File: src/rtl/r_sync_ctrl_pkg.sv
// r_pkg: shared constants and watchdog state encoding for the r_sync_ctrl
// write-steering / read-watchdog block. Optional status logic elsewhere in
// this slice is enabled with the R_SYNC_STATUS_EN macro.
package r_pkg;

  // Address register value meaning "no port selected"
  localparam logic [1:0] ADDR_NONE = 2'b11;

  // Output port indices
  localparam logic [1:0] P0 = 2'd0;
  localparam logic [1:0] P1 = 2'd1;
  localparam logic [1:0] P2 = 2'd2;

  // Per-port read watchdog states
  typedef enum logic [1:0] {
    IDLE  = 2'b00,
    COUNT = 2'b01,
    FIRE  = 2'b10
  } wdog_state_t;

endpackage

File: src/rtl/r_sync_ctrl_if.sv
// r_sync_ctrl_if: bundles the router-FSM, FIFO and reader signals seen by
// r_sync_ctrl. The clr_status/timeout_flag pair exists only when
// R_SYNC_STATUS_EN is defined.
interface r_sync_ctrl_if;

  logic       detect_addr;
  logic [1:0] data_in;
  logic       write_enb_reg;
  logic [2:0] read_enb;
  logic [2:0] empty;
  logic [2:0] full;
  logic [2:0] write_enb;
  logic       fifo_full;
  logic [2:0] vld_out;
  logic [2:0] soft_reset;
`ifdef R_SYNC_STATUS_EN
  logic       clr_status;
  logic [2:0] timeout_flag;
`endif

  // Controller side
  modport slave (
    input  detect_addr, data_in, write_enb_reg, read_enb, empty, full,
    output write_enb, fifo_full, vld_out, soft_reset
`ifdef R_SYNC_STATUS_EN
    , input clr_status
    , output timeout_flag
`endif
  );

  // Environment side (router FSM, FIFOs, readers)
  modport master (
    output detect_addr, data_in, write_enb_reg, read_enb, empty, full,
    input  write_enb, fifo_full, vld_out, soft_reset
`ifdef R_SYNC_STATUS_EN
    , output clr_status
    , input timeout_flag
`endif
  );

endinterface

File: src/rtl/r_sync_ctrl_wdog.sv
// r_port_wdog: read-timeout watchdog for one output port. Counts consecutive
// cycles with valid data and no read; after TIMEOUT such cycles it spends one
// cycle in FIRE, which drives the registered soft reset pulse.
// o_fired (entry into FIRE) exists only when R_SYNC_STATUS_EN is defined.
module r_port_wdog
  import r_pkg::*;
#(
  parameter int TIMEOUT = 30,
  parameter int CNT_W   = 5
) (
  input  logic clk,
  input  logic rst,
  input  logic i_vld,
  input  logic i_rd,
  output logic o_soft_reset
`ifdef R_SYNC_STATUS_EN
  , output logic o_fired
`endif
);

  localparam logic [CNT_W-1:0] LAST_CNT = CNT_W'(TIMEOUT - 1);

  wdog_state_t      r_state;
  wdog_state_t      w_state_next;
  logic [CNT_W-1:0] r_cnt;
  logic [CNT_W-1:0] w_cnt_next;
  logic             w_unread;

  assign w_unread = i_vld & ~i_rd;

  // State and counter registers; async reset abandons any pending pulse
  always_ff @(posedge clk or negedge rst) begin
    if (!rst) begin
      r_state <= IDLE;
      r_cnt   <= '0;
    end else begin
      r_state <= w_state_next;
      r_cnt   <= w_cnt_next;
    end
  end

  // Next state: a read beats the threshold, FIRE always lasts one cycle
  always_comb begin
    w_state_next = IDLE;
    w_cnt_next   = '0;
    case (r_state)
      IDLE: begin
        if (w_unread) begin
          w_state_next = COUNT;
          w_cnt_next   = CNT_W'(1);
        end
      end
      COUNT: begin
        if (i_rd || !i_vld) begin
          w_state_next = IDLE;
        end else if (r_cnt == LAST_CNT) begin
          w_state_next = FIRE;
        end else begin
          w_state_next = COUNT;
          w_cnt_next   = r_cnt + CNT_W'(1);
        end
      end
      default: begin
        w_state_next = IDLE;
      end
    endcase
  end

  assign o_soft_reset = (r_state == FIRE);

`ifdef R_SYNC_STATUS_EN
  assign o_fired = (w_state_next == FIRE);
`endif

endmodule

File: src/rtl/r_sync_ctrl.sv
// r_sync_ctrl: latches the router destination address, steers FIFO write
// enables and the addressed full flag, and runs one read watchdog per port.
// Define R_SYNC_STATUS_EN to add sticky per-port timeout flags.
module r_sync_ctrl
  import r_pkg::*;
#(
  parameter int TIMEOUT = 30,
  parameter int CNT_W   = 5
) (
  input logic          clk,
  input logic          rst,
  r_sync_ctrl_if.slave bus
);

  logic [1:0] r_addr;
  logic [2:0] w_vld;
  logic [2:0] w_soft_reset;
  logic [2:0] w_write_enb;
  logic       w_fifo_full;
`ifdef R_SYNC_STATUS_EN
  logic [2:0] w_fired;
  logic [2:0] r_timeout_flag;
`endif

  assign w_vld          = ~bus.empty;
  assign bus.vld_out    = w_vld;
  assign bus.soft_reset = w_soft_reset;
  assign bus.write_enb  = w_write_enb;
  assign bus.fifo_full  = w_fifo_full;

  for (genvar gi = 0; gi < 3; gi++) begin : g_wdog
    r_port_wdog #(
      .TIMEOUT (TIMEOUT),
      .CNT_W   (CNT_W)
    ) u_wdog (
      .clk          (clk),
      .rst          (rst),
      .i_vld        (w_vld[gi]),
      .i_rd         (bus.read_enb[gi]),
      .o_soft_reset (w_soft_reset[gi])
`ifdef R_SYNC_STATUS_EN
      , .o_fired    (w_fired[gi])
`endif
    );
  end

  // Address latch: any port's soft reset sends the router back to decode
  always_ff @(posedge clk or negedge rst) begin
    if (!rst) begin
      r_addr <= ADDR_NONE;
    end else if (|w_soft_reset) begin
      r_addr <= ADDR_NONE;
    end else if (bus.detect_addr) begin
      r_addr <= bus.data_in;
    end
  end

  // Steer the write strobe and full flag of the currently addressed FIFO
  always_comb begin
    w_write_enb = 3'b000;
    w_fifo_full = 1'b0;
    case (r_addr)
      P0: begin
        w_write_enb = {2'b00, bus.write_enb_reg};
        w_fifo_full = bus.full[0];
      end
      P1: begin
        w_write_enb = {1'b0, bus.write_enb_reg, 1'b0};
        w_fifo_full = bus.full[1];
      end
      P2: begin
        w_write_enb = {bus.write_enb_reg, 2'b00};
        w_fifo_full = bus.full[2];
      end
      default: begin
        w_write_enb = 3'b000;
        w_fifo_full = 1'b0;
      end
    endcase
  end

`ifdef R_SYNC_STATUS_EN
  // Sticky timeout flags: a new fire wins over a simultaneous clear
  always_ff @(posedge clk or negedge rst) begin
    if (!rst) begin
      r_timeout_flag <= '0;
    end else begin
      r_timeout_flag <= (r_timeout_flag & ~{3{bus.clr_status}}) | w_fired;
    end
  end

  assign bus.timeout_flag = r_timeout_flag;
`endif

endmodule
File: src/flat_wrapper.sv
// flat-port wrapper written by rule: the top's interface ports become plain ports
module r_sync_ctrl_flat import r_pkg::*;
#(
  parameter int TIMEOUT = 30,
  parameter int CNT_W   = 5
)
  (clk, rst, bus_detect_addr, bus_data_in, bus_write_enb_reg, bus_read_enb, bus_empty, bus_full, bus_write_enb, bus_fifo_full, bus_vld_out, bus_soft_reset);
  r_sync_ctrl_if bus_i ();
  input logic clk;
  input logic rst;
  input wire logic [$bits(bus_i.detect_addr)-1:0] bus_detect_addr;
  input wire logic [$bits(bus_i.data_in)-1:0] bus_data_in;
  input wire logic [$bits(bus_i.write_enb_reg)-1:0] bus_write_enb_reg;
  input wire logic [$bits(bus_i.read_enb)-1:0] bus_read_enb;
  input wire logic [$bits(bus_i.empty)-1:0] bus_empty;
  input wire logic [$bits(bus_i.full)-1:0] bus_full;
  output wire logic [$bits(bus_i.write_enb)-1:0] bus_write_enb;
  output wire logic [$bits(bus_i.fifo_full)-1:0] bus_fifo_full;
  output wire logic [$bits(bus_i.vld_out)-1:0] bus_vld_out;
  output wire logic [$bits(bus_i.soft_reset)-1:0] bus_soft_reset;
  assign bus_i.detect_addr = bus_detect_addr;
  assign bus_i.data_in = bus_data_in;
  assign bus_i.write_enb_reg = bus_write_enb_reg;
  assign bus_i.read_enb = bus_read_enb;
  assign bus_i.empty = bus_empty;
  assign bus_i.full = bus_full;
  assign bus_write_enb = bus_i.write_enb;
  assign bus_fifo_full = bus_i.fifo_full;
  assign bus_vld_out = bus_i.vld_out;
  assign bus_soft_reset = bus_i.soft_reset;
  r_sync_ctrl #(.TIMEOUT(TIMEOUT), .CNT_W(CNT_W)) u_core (.clk(clk), .rst(rst), .bus(bus_i));
endmodule
File: config.mk
export PLATFORM = sky130hd
export DESIGN_NAME = r_sync_ctrl_flat
export DESIGN_NICKNAME = d
export VERILOG_FILES = /design/src/rtl/r_sync_ctrl_pkg.sv /design/src/rtl/r_sync_ctrl_if.sv /design/src/rtl/r_sync_ctrl_wdog.sv /design/src/rtl/r_sync_ctrl.sv /design/src/flat_wrapper.sv
export SDC_FILE = /design/constraint.sdc
export NUM_CORES = 1
export LEC_CHECK = 0
export ABC_AREA = 1
export CAP_MARGIN = 0
export CORE_AREA = 2 2 57 59
export CTS_BUF_LIST = sky130_fd_sc_hd__clkbuf_8
export DETAILED_ROUTE_END_ITERATION = 8
export DIE_AREA = 0 0 59 61
export PLACE_DENSITY = 0.74
export SLEW_MARGIN = 20
export SYNTH_ARGS = -nofsm -noshare
export SYNTH_HDL_FRONTEND = slang
export SYNTH_SLANG_ARGS = --single-unit
File: constraint.sdc
create_clock -name clk -period 1.1 [get_ports clk]
set_input_delay 0.275 -clock clk [delete_from_list [all_inputs] [get_ports clk]]
set_output_delay 0.275 -clock clk [all_outputs]
set_load 0.005 [all_outputs]
==> impl_results.md, run 1 <==
- Final number of hold-violating endpoints: 0
- Xor and xnor area share after synthesis: 5.07%
- Worst R2R Start: u_core.r_addr[0]
- Syn Std Cell Area: 1210 um2
- GRT Util Overall: between 15 and 20%
- Fraction of layout cells with a size suffix above 1: 45.4%
- Clk_skew: 0.00497 ns
- Layout area overhead: 50.1%
- Critical-path maximum fanout: 4
- Worst Setup EP: bus_fifo_full
- Relative slew margins: a little over four fifths
- Top-level I/O count: 25
- Largest net degree at the start of global routing: 24
- CP startpoint: u_core.r_addr[1]
- Vias in the first global route: 1014
- Clk_lat worst skew: 0.26 ns
- RSZ-0062 raised after global routing: yes
- Die extent in x: just under 60 um
- Cell Pwr Density: 950 nW/um2
- Failing checks: setup timing
- Syn_area_per_cell: 8.63 um2
- DRT iter0 DRCs: 31
- Global placement routability congestion: 0.710
- Startpoint Class: flop
- Initial Util: roughly two fifths
- Via count: 1065
- TritonRoute pass-1 iters: 4
- Post-synthesis compound-gate area fraction: roughly 1.7%
- CTS tree: done
- Yosys cell types: 20
- Clock Path Buffers: 2
- Synthesized Nets: 161
- Clock buffer count from CTS: 3
- Status: finished, violations left
- # hold bufs at CTS: 0
- Max-slew violations: 0
- MaxCap Viol Count: 0
- Seq cells post-synth: 23
- First-pass GRT wire length: ~4.2 mm
- Grt total ovfl: 0
- Leakage: 0.893 nW
- Final setup margin: -0.325 ns
- Fin crit share: 130%
- Clock slew seen by the registers of the worst setup and hold paths: about 0.08 ns
- Flop2flop setup slack: -0.13 ns
- FF-to-FF End: u_core.r_addr[0]
- Final hold slack: roughly 0.36 ns
- Root Driver: clkbuf_8
- Die area: 3600 um2
- Wire per inst: 11.7 um
- Fin nets: 216
- CP endpoint kind: output port
- Final setup vio count: 13
- Initial antenna violation count: 0
- Min Clock Period, post-route: 1.42 ns
- Sink Count: 23
- Max Clk Rate: 702 MHz
- Final non-filler cell total: 227
- N_diodes: 0
- Detail Route Antenna Nets: 0
- # rows: 20
- Mux cell area share after synthesis: 0%
- Critical path type: flop to output port
- Total placed cells including tap cells: 208
- WP data arrival: 1.15 ns
- Post-DP HPWL: ~1.9 mm
- Hold crit path type: input port to async pin
- Vias/cell: between 4 and 5
- Synth Instances: 140
- Die H: approximately 61 um
- # DRC: 0
- Adder-cell share of the synthesized area: 6.21%
- Maximum vdd drop: 502 uV
- Ys Warns: 0
- Tightest Pin Transition: 0.242 ns
- CP Data Required Time: about 0.8 ns
- Routed wire length: roughly 2.7 mm
- Synth Area in Simple Gates: 29.0%
- Cells on worst reg2reg path: 7
- Sequential area share after synthesis: ~48%
- CORE AREA: 2950 um2
- IO buf count: 24
- Largest family of logic cells by synthesized area: simple AND/OR/NAND/NOR gates
- H-tree Lvls: 1
==> metrics by stage <==
stage / util [%] / setup TNS [ns] / worst slack, ns / power (mW) / cell area, um2
2_1_floorplan: - / 0 / 0.0347 / 1.01 / 1210
3_5_place_dp: 53.7 / -9.07 / -0.644 / 1.17 / 1590
6_report: 61.4 / -1.71 / -0.325 / 1.72 / 1810
5_1_grt: 61.4 / -3.12 / -0.376 / 1.80 / 1810
4_1_cts: 57.4 / -1.43 / -0.301 / 1.69 / 1690
3_3_place_gp: 53.7 / -8.22 / -0.606 / 1.16 / 1590
==> cell type report <==
class | instances | area, um2
fillers | 245 | 1140
multi-input cells | 90 | 618
flip-flops and latches | 23 | 578
repair buffers | 56 | 450
inverters | 21 | 81.3
clock buffers | 3 | 41.3
well taps | 33 | 41.3
clock inverters | 1 | 3.75
==> layout by cell type (no fill, tap or decap) <==
master            n
buf_12            1
nor2_1           11
nand3b_1          1
dfrtp_1          21
inv_1            16
clkdlybuf4s50_1  11
a21oi_1           2
dfstp_2           2
nor2_4            5
a21oi_2           1
clkbuf_8          3
clkdlybuf4s15_2   1
inv_2             5
xnor2_1           2
ha_2              4
inv_4             1
nand2_1          13
nor2_2           10
xor2_1            5
nor3_1            1
buf_4            31
clkdlybuf4s15_1   1
dlygate4sd2_1     3
nand3_1          14
nand3_2           1
o21ai_0           1
nor3_2            5
nand4_1           2
nand2_2           7
ha_1              2
nand2_4           2
nand3_4           1
buf_2             8
==> sequential cells by signal, summed over array words and instances, names as in the netlist <==
signal / count
u_core.g_wdog.u_wdog.r_cnt: 15
u_core.g_wdog.u_wdog.r_state: 6
u_core.r_addr: 2
==> cells in the mapped netlist <==
library cell	number	area [um2]
nand3_1	15	75.1
nor2_1	21	78.8
nand2_2	5	31.3
xor2_1	5	43.8
a21oi_1	3	15.0
buf_4	6	45.0
nand3b_1	1	7.51
ha_1	6	75.1
dfstp_2	2	52.6
xnor2_1	2	17.5
nand2_1	17	63.8
nor2_2	3	18.8
inv_1	19	71.3
nand3_2	1	10.0
nand4_1	2	12.5
nor2_4	2	22.5
o21ai_0	1	5.00
inv_2	2	7.51
nor3_1	6	30.0
dfrtp_1	21	526
==> critical path, cell delays in order, from the launching register on <==
cell     delay [ns]
dfstp_2        0.56
inv_2          0.06
nand3_1        0.08
nand3_1        0.06
buf_2          0.12
==> repair_timing <==
| item | 4_1_cts | 5_1_grt |
|---|---|---|
| endpoints found under the hold margin | 0 | 0 |
| buffers inserted | 9 | 8 |
| resized for setup | 53 | 23 |
| setup endpoints to repair | 21 | 29 |
| pin swaps | 7 | 15 |
| gates cloned | 0 | 0 |
==> cells by family (layout without fill, tap and decap cells) <==
kind of cell               count (synthesis)  count (layout)
and+or+nand+nor                           73              73
buffers and inverters                     27              81
DFF                                       23              23
xor gates and xnor gates                   7               7
adders and majority gates                  6               6
AOI/OAI and AO/OA                          4               4
==> worst min path at each step <==
| stage | to | slack [ns] | depth (start not counted) |
|---|---|---|---|
| finish | u_core.g_wdog[0].u_wdog.r_cnt[3] | 0.36 | 2 |
| global route | u_core.g_wdog[2].u_wdog.r_cnt[1] | 0.37 | 2 |
| CTS | u_core.g_wdog[0].u_wdog.r_cnt[4] | 0.36 | 2 |
| detailed placement | u_core.g_wdog[1].u_wdog.r_cnt[4] | 0.54 | 2 |
| global placement | u_core.g_wdog[0].u_wdog.r_cnt[4] | 0.53 | 2 |
| floorplan | u_core.g_wdog[0].u_wdog.r_cnt[0] | -0.02 | 0 |
==> report_power, final <==
part,internal [mW],switching (mW),leakage [nW],total [mW]
Combinational,0.171,0.140,0.558,0.311
Sequential,0.876,0.0291,0.308,0.905
Clock,0.249,0.258,0.0269,0.507
Total,1.30,0.428,0.893,1.72
==> layer usage <==
layer | track usage [%] | share of wire [%] | up-vias
li1 | - | - | 543
met1 | 17.0 | 39 | 495
met2 | 29.4 | 56 | 23
met3 | 2.35 | 3.5 | 4
met4 | 6.82 | 1.5 | 0
met5 | 0 | 0 | -
No activity file was read; power rests on OpenSTA's default activity.
==> run 2, diff against run 1 <==
--- a/config.mk
+++ b/config.mk
@@ -6,7 +6,6 @@
 export NUM_CORES = 1
 export LEC_CHECK = 0
 export ABC_AREA = 1
-export CAP_MARGIN = 0
 export CORE_AREA = 2 2 57 59
 export CTS_BUF_LIST = sky130_fd_sc_hd__clkbuf_8
 export DETAILED_ROUTE_END_ITERATION = 8
==> results of run 2 <==
Same layout as run 1: the final DEF is identical, and so are final timing and power.
